### src/rtl/arilla_arb_pkg.sv
// Shared types and helpers for the arilla bus arbiter.
package arilla_arb_pkg;

   typedef enum logic [1:0] {ARB_IDLE, ARB_GRANT, ARB_WAIT, ARB_DATA} arb_state_t;

   localparam int unsigned MAX_MASTERS = 8;

   // Index width that never collapses to zero bits, even for n <= 2.
   function automatic int unsigned clog2_min1(input int unsigned n);
      clog2_min1 = 1;
      for (int unsigned i = 1; i < 32; i++)
         if ((32'd1 << i) < n) clog2_min1 = i + 1;
   endfunction

endpackage

### src/rtl/arilla_bus_arbiter_rr_picker.sv
// Combinational round-robin picker: first requester strictly above last_owner, else lowest requester.
module rr_picker
   import arilla_arb_pkg::*;
#(
   parameter int unsigned NUM_MASTERS = 2,
   parameter int unsigned OW          = clog2_min1(NUM_MASTERS)
) (
   input  logic [NUM_MASTERS-1:0] req,
   input  logic [OW-1:0]          last_owner,
   output logic [OW-1:0]          winner,
   output logic                   any_req
);

   logic [NUM_MASTERS-1:0] hi_req;

   always_comb begin
      hi_req  = '0;
      winner  = '0;
      any_req = |req;
      for (int unsigned i = 0; i < NUM_MASTERS; i++)
         hi_req[i] = req[i] && (i > 32'(last_owner));
      // Lowest set bit wins; the masked pass overrides when anything sits above last_owner.
      for (int unsigned i = NUM_MASTERS; i > 0; i--)
         if (req[i-1]) winner = OW'(i - 1);
      for (int unsigned i = NUM_MASTERS; i > 0; i--)
         if (hi_req[i-1]) winner = OW'(i - 1);
   end

endmodule

### src/rtl/arilla_bus_arbiter.sv
// Round-robin arbiter for the shared arilla bus; one-hot grant held across each transfer.
// Optional WAIT watchdog: define ARILLA_ARB_TIMEOUT_EN to build the timeout counter and bus_error.
module arilla_bus_arbiter
   import arilla_arb_pkg::*;
#(
   parameter int unsigned NUM_MASTERS    = 2,
   parameter int unsigned TIMEOUT_CYCLES = 16
) (
   input  logic                           clk,
   input  logic                           rst_n,
   input  logic [NUM_MASTERS-1:0]         req,
   input  logic [NUM_MASTERS-1:0]         lock,
   input  logic                           bus_read,
   input  logic                           bus_write,
   input  logic                           bus_hit,
   output logic [NUM_MASTERS-1:0]         available,
   output logic [$clog2(NUM_MASTERS)-1:0] owner,
   output logic                           busy,
   output logic                           bus_error
);

   localparam int unsigned OW = clog2_min1(NUM_MASTERS);

   arb_state_t    state;
   logic [OW-1:0] owner_q;
   logic [OW-1:0] last_owner;
   logic [OW-1:0] winner;
   logic          any_req;
   logic          strobe;
   logic          keep;
   logic          timeout_hit;

   rr_picker #(
      .NUM_MASTERS (NUM_MASTERS),
      .OW          (OW)
   ) u_picker (
      .req        (req),
      .last_owner (last_owner),
      .winner     (winner),
      .any_req    (any_req)
   );

   assign strobe = bus_read | bus_write;
   assign keep   = lock[owner_q] & req[owner_q];

   always_ff @(posedge clk or negedge rst_n) begin
      if (!rst_n) begin
         state      <= ARB_IDLE;
         owner_q    <= '0;
         last_owner <= OW'(NUM_MASTERS - 1);
      end else begin
         unique case (state)
            ARB_IDLE: begin
               if (any_req) begin
                  state   <= ARB_GRANT;
                  owner_q <= winner;
               end
            end
            // GRANT and WAIT share one tree; they differ only in how a missing strobe is read.
            ARB_GRANT, ARB_WAIT: begin
               if (timeout_hit || (!strobe && (state == ARB_WAIT || !req[owner_q]))) begin
                  state      <= ARB_IDLE;
                  last_owner <= owner_q;
               end else if (strobe && bus_hit) begin
                  if (bus_read) begin
                     state <= ARB_DATA;
                  end else if (keep) begin
                     state <= ARB_GRANT;
                  end else begin
                     state      <= ARB_IDLE;
                     last_owner <= owner_q;
                  end
               end else if (strobe) begin
                  state <= ARB_WAIT;
               end
            end
            ARB_DATA: begin
               if (keep) begin
                  state <= ARB_GRANT;
               end else begin
                  state      <= ARB_IDLE;
                  last_owner <= owner_q;
               end
            end
         endcase
      end
   end

`ifdef ARILLA_ARB_TIMEOUT_EN
   localparam int unsigned CW = (clog2_min1(TIMEOUT_CYCLES) < 5) ? 5 : clog2_min1(TIMEOUT_CYCLES);

   logic [CW-1:0] wait_cnt;

   assign timeout_hit = (state == ARB_WAIT) && strobe && !bus_hit &&
                        (wait_cnt == CW'(TIMEOUT_CYCLES - 1));

   always_ff @(posedge clk or negedge rst_n) begin
      if (!rst_n) begin
         wait_cnt  <= '0;
         bus_error <= 1'b0;
      end else begin
         bus_error <= timeout_hit;
         if (state != ARB_WAIT) wait_cnt <= '0;
         else                   wait_cnt <= wait_cnt + CW'(1);
      end
   end
`else
   assign timeout_hit = 1'b0;
   assign bus_error   = 1'b0;
   // TIMEOUT_CYCLES is consumed only by the watchdog build.
   if (TIMEOUT_CYCLES == 0) begin : g_timeout_unused
   end
`endif

   assign busy  = (state != ARB_IDLE);
   assign owner = owner_q;

   always_comb begin
      available = '0;
      if (busy) available[owner_q] = 1'b1;
   end

endmodule
### config.mk
export PLATFORM = sky130hd
export DESIGN_NAME = arilla_bus_arbiter
export DESIGN_NICKNAME = d
export VERILOG_FILES = /design/src/rtl/arilla_arb_pkg.sv /design/src/rtl/arilla_bus_arbiter_rr_picker.sv /design/src/rtl/arilla_bus_arbiter.sv
export SDC_FILE = /design/constraint.sdc
export NUM_CORES = 1
export LEC_CHECK = 0
export ABC_CLOCK_PERIOD_IN_PS = 4900
export CAP_MARGIN = 40
export CORE_MARGIN = 2
export CORE_UTILIZATION = 24
export DETAILED_ROUTE_END_ITERATION = 16
export PLACE_DENSITY_LB_ADDON = 0.1
export SKIP_CTS_REPAIR_TIMING = 1
export SLEW_MARGIN = 20
export SYNTH_ARGS = -nofsm -noshare
export SYNTH_HDL_FRONTEND = slang
export SYNTH_HIERARCHICAL = 1
export SYNTH_SLANG_ARGS = --single-unit
### constraint.sdc
create_clock -name clk -period 4.9 [get_ports clk]
set_clock_uncertainty 0.2 [all_clocks]
set_input_delay 1.47 -clock clk [delete_from_list [all_inputs] [get_ports clk]]
set_output_delay 1.47 -clock clk [all_outputs]
set_load 0.005 [all_outputs]
==> insert_results.sql <==
INSERT INTO impl_metrics (metric_group, metric, value, unit) VALUES
('clock_network', 'ctsHtreeMaxLevel', '1', ''),
('pwr', 'power.density', '549.3', 'nW/um2'),
('yosys', 'synth.ff_latch_count', '4', ''),
('final_layout', 'final_common_cell', 'sky130_fd_sc_hd__clkdlybuf4s50_1', ''),
('drt', 'detail_route.wl_per_cell', '11.35', 'um'),
('pwr', 'ir_worst_vdd', '0.2092', 'mV'),
('final_layout', 'layout.filler_cells', '140', ''),
('placed_design', 'port-buffer-count', '12', ''),
('die', 'boundaryPins', '14', ''),
('outcome', 'status', 'complete, no violations', ''),
('global_routing', 'grt_usage', '0.09532', ''),
('clock_network', 'cts_tree', 'yes', ''),
('timing', 'timing.final.crit_share', '0.6613', ''),
('setup_path', 'worstPathRequired', '3.23', 'ns'),
('timing', 'hold_violations', '0', ''),
('timing', 'grt_setup_unrepaired', 'false', ''),
('pwr', 'clkPwrFrac', '0.157', ''),
('final_layout', 'layout_common_cells', 'sky130_fd_sc_hd__clkdlybuf4s50_1 (12), sky130_fd_sc_hd__inv_1 (4)', ''),
('global_routing', 'grt_pass1_wl', '1304', 'um'),
('final_layout', 'regArea', '101.3', 'um2'),
('clock_network', 'clk-insertion-delay-late', '0.23', 'ns'),
('yosys', 'synthDistinctLibCells', '27', ''),
('drt', 'routed_wl', '806', 'um'),
('pwr', 'net-switching-power', '103.0', 'uW'),
('yosys', 'synth.net_count', '53', ''),
('final_layout', 'multi_input_comb_area', '229.0', 'um2'),
('die', 'die-width', '42.34', 'um'),
('clock_network', 'clock-root-buffer', 'sky130_fd_sc_hd__clkbuf_4', ''),
('global_routing', 'first_global_vias', '341', ''),
('drt', 'ant_nets', '0', ''),
('yosys', 'postSynthAreaPerCell', '8.606', 'um2'),
('drt', 'detail_route.iter0.violations', '13', ''),
('global_routing', 'pin_count_of_the_biggest_net_entering_global_routing', '9', ''),
('pwr', 'intPower', '177.4', 'uW'),
('yosys', 'synth.yosys.warnings', '6', ''),
('placed_design', 'globalplace.congestion', '0.7243', ''),
('timing', 'totalNegativeSetupSlack', '0', 'ns'),
('final_layout', 'finalNetCount', '69', ''),
('setup_path', 'maximum_fanout_along_the_worst_path', '6', ''),
('setup_path', 'crit_arrival', '1.57', 'ns'),
('timing', 'setup_violation_total_in_the_final_timing_report', '0', ''),
('timing', 'final_report_max_slew_violation_count', '0', ''),
('setup_path', 'critPathLaunchType', 'flip-flop', ''),
('drt', 'drt-vias-per-instance', '4.873', ''),
('flow_run', 'cap_violations', '0', ''),
('drt', 'via_count', '346', ''),
('die', 'coreArea', '1334', 'um2'),
('global_routing', 'initial_antenna_violation_count', '0', ''),
('yosys', 'synth_area', '352.8', 'um2'),
('clock_network', 'cts_buffers', '3', ''),
('drt', 'post-route-drc-count', '0', ''),
('die', 'floorplan.die_area', '1793', 'um2'),
('final_layout', 'post_route_cells_drive_above_1_share', '0.1071', ''),
('clock_network', 'clkTransAtPathRegs', '0.04', 'ns'),
('setup_path', 'timing.setup.critical_path_class', 'flip-flop to output pin', ''),
('die', 'chipHeight', '42.34', 'um'),
('pwr', 'p_leak', '0.0002197', 'uW'),
('placed_design', 'place.detailed.hpwl', '650.7', 'um'),
('hold_path', 'min-delay-path-class', 'flip-flop to flip-flop', ''),
('final_layout', 'insertedDiodeCount', '0', ''),
('final_layout', 'area.growth.synth_to_final', '44.68', '%'),
('setup_path', 'r2r-start', 'state[1]', ''),
('timing', 'clock.fmax', '308.6', 'MHz'),
('setup_path', 'crit_path_start', 'state[1]', ''),
('setup_path', 'worst_setup_path_end_kind', 'output pin', ''),
('yosys', 'synth-seq-area-share', '0.2872', ''),
('pwr', 'power.combinational.fraction', '0.586', ''),
('final_layout', 'final_core_utilization', '0.3827', ''),
('yosys', 'post_syn_instances', '41', ''),
('clock_network', 'cts.sink_count', '4', ''),
('die', 'floorplan.initialDensity', '0.2645', ''),
('pwr', 'power.share.sequential', '0.257', ''),
('die', 'row_count', '13', ''),
('pwr', 'power.share.switching', '0.3674', ''),
('clock_network', 'clock_tree.buffer_depth', '2', ''),
('global_routing', 'grt.overflow.total', '0', ''),
('hold_path', 'timing.hold.worst.start', 'state[0]', ''),
('drt', 'firstDrtPassIters', '4', ''),
('timing', 'period_minus_slack', '3.240', 'ns');
[Yosys cell counts]
library cell                instances  area (um2)
sky130_fd_sc_hd__a41oi_1            1       8.760
sky130_fd_sc_hd__nor4_1             2       12.51
sky130_fd_sc_hd__nand2_1            2       7.510
sky130_fd_sc_hd__nand2b_1           1       6.260
sky130_fd_sc_hd__buf_4              1       7.510
sky130_fd_sc_hd__conb_1             1       3.750
sky130_fd_sc_hd__a22o_1             1       8.760
sky130_fd_sc_hd__nor2b_1            3       18.77
sky130_fd_sc_hd__or2_1              1       6.260
sky130_fd_sc_hd__nor2_1             1       3.750
sky130_fd_sc_hd__dfrtp_1            3       75.07
sky130_fd_sc_hd__nor3_1             1       5.000
sky130_fd_sc_hd__a2bb2oi_1          1       8.760
sky130_fd_sc_hd__dfstp_2            1       26.28
sky130_fd_sc_hd__and3_1             1       6.260
sky130_fd_sc_hd__a21oi_1            2       10.01
sky130_fd_sc_hd__a21boi_1           1       7.510
sky130_fd_sc_hd__a31oi_1            1       6.260
sky130_fd_sc_hd__a211oi_1           1       7.510
sky130_fd_sc_hd__mux2_2             2       22.52
sky130_fd_sc_hd__a221oi_1           1       8.760
sky130_fd_sc_hd__mux2i_1            1       10.01
sky130_fd_sc_hd__ha_1               3       37.54
sky130_fd_sc_hd__a21o_1             1       7.510
sky130_fd_sc_hd__nand3_1            1       5.000
sky130_fd_sc_hd__o21ai_0            2       10.01
sky130_fd_sc_hd__inv_1              4       15.01
[final cells by class]
type	instances	area share
repair buffers	12	0.2353
clock buffers	4	0.05147
inverters	4	0.02941
well taps	15	0.03676
multi-input cells	32	0.4485
flip-flops and latches	4	0.1985
[power groups by stage]
stage,clock network [uW],registers (uW),logic [uW]
detailed placement,0,72.7,165
floorplan,0,68.4,100
global route,48.8,76.0,179
global placement,0,71.6,165
finish,44.1,72.1,164
CTS,46.7,72.2,165
[worst max-delay path, stage by stage, from the launching register on]
cell                              delay, ns
sky130_fd_sc_hd__dfrtp_1               0.40
sky130_fd_sc_hd__inv_1                 0.06
sky130_fd_sc_hd__ha_1                  0.24
sky130_fd_sc_hd__nor2_1                0.11
sky130_fd_sc_hd__clkdlybuf4s50_1       0.51
[worst paths after layout]
kind	slack, ns	depth (start not counted)	end
worst min-delay path	0.39	1	state[0]
max in group asynchronous	3.03	1	last_owner
worst max register to register	2.90	6	last_owner
worst max-delay path	1.66	4	available[0]
worst min register to register	0.39	1	state[0]
min in group asynchronous	1.23	1	state[0]
[kinds of logic after synthesis]
| logic type | synth area share |
|---|---|
| AO/OA/AOI/OAI | 0.2376 |
| adder cells (fa/ha/maj) | 0.1064 |
| other | 0.01063 |
| AND/OR/NAND/NOR | 0.2021 |
| flip-flops | 0.2872 |
| multiplexers | 0.09220 |
| buffers and inverters | 0.06383 |
[routing by layer]
layer  GRT usage  part of all wire
met3     0.02155             0.035
met1      0.1114              0.51
met4     0.07500                 0
met5           0                 0
met2      0.1477              0.46
[registers in the layout, indices dropped and copies added, names as in the netlist]
register    flops
owner           1
state           2
last_owner      1
[through the flow]
step	setup slack [ns]	power (uW)	hold WS (ns)	cell area (um2)	instances
after floorplan	2.283	168.7	0.3324	352.8	41
after global placement	1.728	236.9	0.3963	484.2	67
after detailed placement	1.691	237.2	0.3942	484.2	67
after CTS	1.645	284.4	0.3999	510.5	71
after global routing	1.570	303.8	0.4160	510.5	71
final	1.660	280.4	0.3899	510.5	71
No activity file was read; power rests on OpenSTA's default activity.
